File: src/rtl/wide_add_seq_pkg.sv
// wide_add_seq_pkg: shared FSM state type and default geometry for wide_add_seq
package wide_add_seq_pkg;
  localparam int SLICE_W_DEF    = 16;
  localparam int NUM_SLICES_DEF = 4;
  typedef enum logic [1:0] {S_IDLE, S_ISSUE, S_WAIT, S_DONE} state_t;
endpackage

File: src/rtl/wide_add_seq.sv
// wide_add_seq: serial wide adder driving an external slice adder; WIDE_ADD_SEQ_SUB_EN adds a sub input for subtraction
module wide_add_seq
  import wide_add_seq_pkg::*;
#(
  parameter int SLICE_W    = SLICE_W_DEF,
  parameter int NUM_SLICES = NUM_SLICES_DEF,
  localparam int W  = SLICE_W * NUM_SLICES,
  localparam int IW = (NUM_SLICES > 1) ? $clog2(NUM_SLICES) : 1
) (
  input  logic               clk,
  input  logic               rst_n,
  input  logic               start,
  input  logic [W-1:0]       op_a,
  input  logic [W-1:0]       op_b,
  input  logic               cin,
`ifdef WIDE_ADD_SEQ_SUB_EN
  input  logic               sub,
`endif
  output logic               busy,
  output logic               done,
  output logic [W-1:0]       sum,
  output logic               cout,
  output logic               add_en,
  output logic [SLICE_W-1:0] add_a,
  output logic [SLICE_W-1:0] add_b,
  output logic               add_cin,
  input  logic               add_vail,
  input  logic [SLICE_W-1:0] add_result,
  input  logic               add_cout
);
  state_t         state;
  logic [W-1:0]   a_q;
  logic [W-1:0]   b_q;
  logic [IW-1:0]  idx;
  logic [IW-1:0]  nxt;
  logic           carry;
  logic [W-1:0]   b_in;
  logic           c_in;
  logic           last;
  // Subtraction is folded into operand B and the initial carry at start time
`ifdef WIDE_ADD_SEQ_SUB_EN
  assign b_in = sub ? ~op_b : op_b;
  assign c_in = sub | cin;
`else
  assign b_in = op_b;
  assign c_in = cin;
`endif
  assign nxt  = idx + 1'b1;
  assign last = idx == IW'(NUM_SLICES - 1);
  // Sequencer: one slice at a time, next slice issued only after the previous result returns
  always_ff @(posedge clk or negedge rst_n) begin
    if (!rst_n) begin
      state   <= S_IDLE;
      a_q     <= '0;
      b_q     <= '0;
      idx     <= '0;
      carry   <= 1'b0;
      busy    <= 1'b0;
      done    <= 1'b0;
      sum     <= '0;
      cout    <= 1'b0;
      add_en  <= 1'b0;
      add_a   <= '0;
      add_b   <= '0;
      add_cin <= 1'b0;
    end else begin
      case (state)
        S_IDLE: begin
          done <= 1'b0;
          if (start) begin
            a_q     <= op_a;
            b_q     <= b_in;
            carry   <= c_in;
            idx     <= '0;
            busy    <= 1'b1;
            add_en  <= 1'b1;
            add_a   <= op_a[SLICE_W-1:0];
            add_b   <= b_in[SLICE_W-1:0];
            add_cin <= c_in;
            state   <= S_ISSUE;
          end
        end
        S_ISSUE: begin
          add_en  <= 1'b0;
          add_a   <= '0;
          add_b   <= '0;
          add_cin <= 1'b0;
          state   <= S_WAIT;
        end
        S_WAIT: begin
          if (add_vail) begin
            sum[idx*SLICE_W +: SLICE_W] <= add_result;
            carry <= add_cout;
            if (last) begin
              state <= S_DONE;
            end else begin
              idx     <= nxt;
              add_en  <= 1'b1;
              add_a   <= a_q[nxt*SLICE_W +: SLICE_W];
              add_b   <= b_q[nxt*SLICE_W +: SLICE_W];
              add_cin <= add_cout;
              state   <= S_ISSUE;
            end
          end
        end
        S_DONE: begin
          done  <= 1'b1;
          busy  <= 1'b0;
          cout  <= carry;
          state <= S_IDLE;
        end
        default: state <= S_IDLE;
      endcase
    end
  end
endmodule

File: config.mk
export PLATFORM = sky130hd
export DESIGN_NAME = wide_add_seq
export DESIGN_NICKNAME = d
export VERILOG_FILES = /design/src/rtl/wide_add_seq_pkg.sv /design/src/rtl/wide_add_seq.sv
export SDC_FILE = /design/constraint.sdc
export NUM_CORES = 1
export LEC_CHECK = 0
export BUFFER_PORTS_ARGS = -buffer_cell sky130_fd_sc_hd__buf_2
export CAP_MARGIN = 10
export CELL_PAD_IN_SITES_DETAIL_PLACEMENT = 1
export CELL_PAD_IN_SITES_GLOBAL_PLACEMENT = 2
export CORE_MARGIN = 2
export CORE_UTILIZATION = 39
export DETAILED_ROUTE_END_ITERATION = 10
export PLACE_DENSITY = 0.93
export SETUP_SLACK_MARGIN = 0.15
export SYNTH_ARGS = -nofsm -noshare
export SYNTH_HDL_FRONTEND = slang
export SYNTH_SLANG_ARGS = --single-unit
File: constraint.sdc
create_clock -name clk -period 5.35 [get_ports clk]
set_clock_uncertainty 0.1 [all_clocks]
set_input_delay 1.07 -clock clk [delete_from_list [all_inputs] [get_ports clk]]
set_output_delay 1.07 -clock clk [all_outputs]
set_load 0.05 [all_outputs]
* Yosys cells after proc, flatten, opt, wreduce, memory -nomap -nowiden
Cells that the tools add are included.
** Storage, ports and cells
- Input bits :: 150
- Output and inout port bits :: 101
- Logic and storage cells :: 66
- Flip-flop bits (word level) :: 234
** Operators by class
- Add/subtract/negate cells :: 2
- Reduce and logical (&&, ||, !) cells :: 11
- Muxes and demuxes :: 29
- Shift-type cells :: 4
- Equal/unequal tests :: 7
** Operator list (number)
- $shiftx A64 B7 Y16 :: 2
- $mux W16 :: 6
- $pmux W16 S3 :: 2
- $bwmux W64 :: 1
- $shift A16 B34 Y64 const A :: 1
- $shiftx A16 B34 Y64 :: 1
- $neg A6 Y34 :: 1
- $mux W2 :: 6
- $pmux W2 S4 :: 1
- $reduce_and A2 Y1 :: 4
- $reduce_and A4 Y1 :: 2
- $mux W1 :: 7
- $eq A2 B2 Y1 const B :: 3
- $ne A2 B2 Y1 const B :: 3
- $pmux W1 S2 :: 3
- $pmux W1 S3 :: 2
- $pmux W2 S2 :: 1
- $reduce_bool A2 Y1 :: 2
- $reduce_and A3 Y1 :: 1
- $reduce_bool A3 Y1 :: 1
- $add A2 B1 Y2 const B :: 1
- $eq A2 B1 Y1 const B :: 1
- $logic_not A2 Y1 :: 1

* Longest topological paths before layout
- Depth in word-level cells :: 5
- Gate-level depth with buffers :: 9
- Depth with buffers taken out :: 5

* Worst setup path after synthesis
Ideal clock, no wire load.
- Path kind :: reg2reg
- Start point :: reg idx[0]
- End point :: reg add_b[10]
- Required time :: 5125 ps
- Data arrival time :: 2384 ps
- Slack :: 2741 ps
- Library setup time :: 125 ps
- Period minus slack after synthesis :: 2609 ps
- Cell stages (with the launch flop) :: 9
- Cell sequence :: dfrtp_1 buf_2 inv_1 ha_1 buf_4 buf_1 mux4_2 a22o_1 mux2_2
** On the way
- Cells in the longest elaborated chain, start to end :: 5
** Ends and longest elaborated chain
- from (decl) :: line wide_add_seq.sv:34 : logic [IW-1:0] idx;
- from (signal assigned) :: line wide_add_seq.sv:97 : idx <= nxt;
- $add A2 B1 Y2 :: line wide_add_seq.sv:48 : assign nxt = idx + 1'b1;
- $shiftx A64 B7 Y16 :: line wide_add_seq.sv:100 : add_b <= b_q[nxt*SLICE_W +: SLICE_W];
- $mux W16 :: line wide_add_seq.sv:94 : if (last) begin
- $mux W16 :: line wide_add_seq.sv:91 : if (add_vail) begin
- $pmux W16 S3 :: line wide_add_seq.sv:67 : case (state)
- to (signal assigned) :: line wide_add_seq.sv:78 : add_b <= b_in[SLICE_W-1:0];
- to (signal assigned) :: line wide_add_seq.sv:100
- to (decl) :: line wide_add_seq.sv:25 : output logic [SLICE_W-1:0] add_b,
Parallel ways exist; a longest one is shown, timed or not. The select of a mux whose other input is x is not followed.
A chain may end at the register's enable or synchronous reset.

* Worst setup path after layout
- Start point :: reg idx[0]
- End point :: reg sum[61]
** On the way
- Cells in the longest elaborated chain, start to end :: 3
** Ends and longest elaborated chain
- $neg A6 Y34 * :: line wide_add_seq.sv:92 : sum[idx*SLICE_W +: SLICE_W] <= add_result;
- $shiftx A16 B34 Y64 or $shift A16 B34 Y64 (tied branches) :: line wide_add_seq.sv:92
- $bwmux W64 * :: line wide_add_seq.sv:92
- to (signal, indexed assignment) :: line wide_add_seq.sv:92
- to (decl) :: line wide_add_seq.sv:21 : output logic [W-1:0] sum,
Every way passes the cells marked *; elsewhere a longest branch is shown, timed or not.

==> results.txt <==
Synth warnings - 0
Initial antenna violation count - 12
Final slew viol count - 0
First-pass iteration count of the detailed router - 4
Fin Setup TNS - 0 ns
Root Driver - clkbuf_16
Design Area, Final - 12500 um^2
CTS max path bufs - 3
Clock-pin slew on the worst setup and hold paths - 0.06 ns
Die Y-Extent - 164 um
Final setup fails - 0
Dpl ws - 1.77 ns
Max-cap viol count - 0
Detailed placement HPWL - 18.0 mm
Hold path depth - 2
First-pass GRT wire length - 41.5 mm
Synth cell types - 33
DRC Markers - 0
CP Cell Sequence - buf_4 -> ha_1 -> nand3_1 -> nor4b_2 -> a22o_1
DR vias - 6730
Startpoint Class - register
Syn_nets - 843
Most common cell after layout, fill and taps aside - buf_2
Die area - 27000 um^2
Via-per-instance ratio - 5.28
Finished Core Util - 0.495
CTS tree - built
Post-CTS Setup Inserts - 0
Slew margin rel. - 0.218
Placed Area - 11600 um^2
Clk sinks - 234
Period utilisation layout - 0.647
Hold Crit Class - reg -> reg
HP Start - sum[41]$_DFFE_PN0P_
Most frequent cells in the layout - buf_2, dfrtp_1, mux2_2, a22o_1, nand2_1
WP data required - 5.71 ns
Gpl congestion - 0.792
Post-synthesis register bit count - 234
Port Buffers - 250
Final setup margin - 1.89 ns
Num CTS Buffers - 26
Grt ovf - 0
Final Hold Fails - 0
CP max-delay cell - nor4b_2
Sequential-to-total area share from yosys stat - 0.584
Number of gates resized after CTS - 0
Iteration-0 DRC count of the detailed router - 335
Vias in the first global route - 7396
Largest net degree at the start of global routing - 102
CP arrival - 3.82 ns
Status - finished clean
Pwr Density - 637 nW/um^2
Lkg Pwr - 0.00588 uW
WL/cell - 21.1 um
Crit path time final - 3.46 ns
CP Capture Type - register
Total GRT Usage - 0.199
Clk_lat worst skew - 0.53 ns
Hold-fix buffers, CTS - 0
Hold Slack - 0.376 ns
Worst ir drop on vdd - 0.374 mV
Launching point of the worst reg2reg path - idx[0]$_DFFE_PN0P_
Setup CP Type - reg -> reg
Crit path from - idx[0]$_DFFE_PN0P_
R2R Setup Slk - 1.89 ns
Fmax - 289 MHz
Core area - 25200 um^2
Routed WL - 26.9 mm
Row count - 58
FF-to-FF path depth - 5
Effective utilization at floorplan - 0.398
Mapped Area - 10000 um^2
Max stage delay on crit path - 0.99 ns
Final ANT Viol Nets - 0
Worst-path fanout max - 25
Syn avg cell area - 14.7 um^2
Area grow syn2layout - 24.2%
H-tree depth - 1
Nets@finish - 1082
Die X - 164 um
Synth Instances - 683
RSZ-0062 raised after global routing - no
IO Pins - 251
Layout cells sized above 1 - 0.532
Slew @ Worst Pin - 1.17 ns
-- worst max-delay path: cells and delay by family (launching register included) --
family	cells	cell delay, ns
adder cells (fa/ha/maj)	1	0.23
flip-flops	1	0.76
buffers and inverters	1	0.54
AO/OA/AOI/OAI	1	0.25
AND/OR/NAND/NOR	2	1.48
-- layer usage --
layer | track usage | share of wire | vias to the layer above | wire, um
met5 | 0 | 0.0030 | - | 80
li1 | - | - | 2999 | -
met2 | 0.354 | 0.52 | 187 | 14100
met1 | 0.233 | 0.38 | 3463 | 10200
met3 | 0.0485 | 0.058 | 69 | 1560
met4 | 0.0727 | 0.036 | 12 | 957
-- per-stage QoR --
stage,total power [uW],cells
detailed placement,6190,1224
finish,7940,1275
CTS,8040,1270
global route,8380,1275
floorplan,5360,683
global placement,6050,1224
-- where the power goes --
part           internal [uW]  switching (uW)
combinational           1510            1750
clock                   1080             708
sequential              2480             416
total                   5070            2870
-- kinds of logic after synthesis --
group / after synthesis / synth area share
fa+ha+maj: 10 / 0.0125
compound gates: 108 / 0.0844
simple gates: 76 / 0.0355
mux: 198 / 0.258
buf+inv: 57 / 0.0259
flops: 234 / 0.584
-- worst paths after layout --
check | to
max | sum[61]$_DFFE_PN0P_
min | sum[41]$_DFFE_PN0P_
max reg2reg | sum[61]$_DFFE_PN0P_
min reg2reg | sum[41]$_DFFE_PN0P_
max in group asynchronous | sum[63]$_DFFE_PN0P_
min in group asynchronous | a_q[39]$_DFFE_PN0P_
-- cell usage after synthesis (all sizes together) --
master,n,share of area
o311ai,2,0.0017
inv,10,0.0037
ha,10,0.012
dfrtp,234,0.58
o2bb2ai,1,0.00087
nor4,2,0.0012
nor2b,2,0.0012
nor2,4,0.0015
mux2i,3,0.0030
buf,22,0.013
mux4,32,0.072
a21o,1,0.00075
o41ai,1,0.00087
nand3,7,0.0040
o22a,1,0.00087
nor4b,3,0.0047
a211oi,1,0.0020
nand2,55,0.021
and2,1,0.00062
clkbuf,25,0.0094
nor4bb,1,0.0010
o21ai,28,0.014
mux2,163,0.18
a22o,70,0.061
o31ai,3,0.0022
nand2b,1,0.00062
-- final cells by class --
cell class              count  area [um^2]
well taps                 330          413
diodes                      5         12.5
repair buffers            258         1350
inverters                  10         37.5
clock buffers              40          763
flip-flops and latches    234         5860
multi-input cells         392         3930
fillers                  2577        12700
clock inverters             6         95.1
-- registers in the layout (all words and copies together) (netlist names) --
register,cells
done,1
cout,1
sum,64
add_a,16
state,2
carry,1
idx,2
add_cin,1
add_b,16
add_en,1
busy,1
b_q,64
a_q,64
Power figures use the tool's default switching activity.
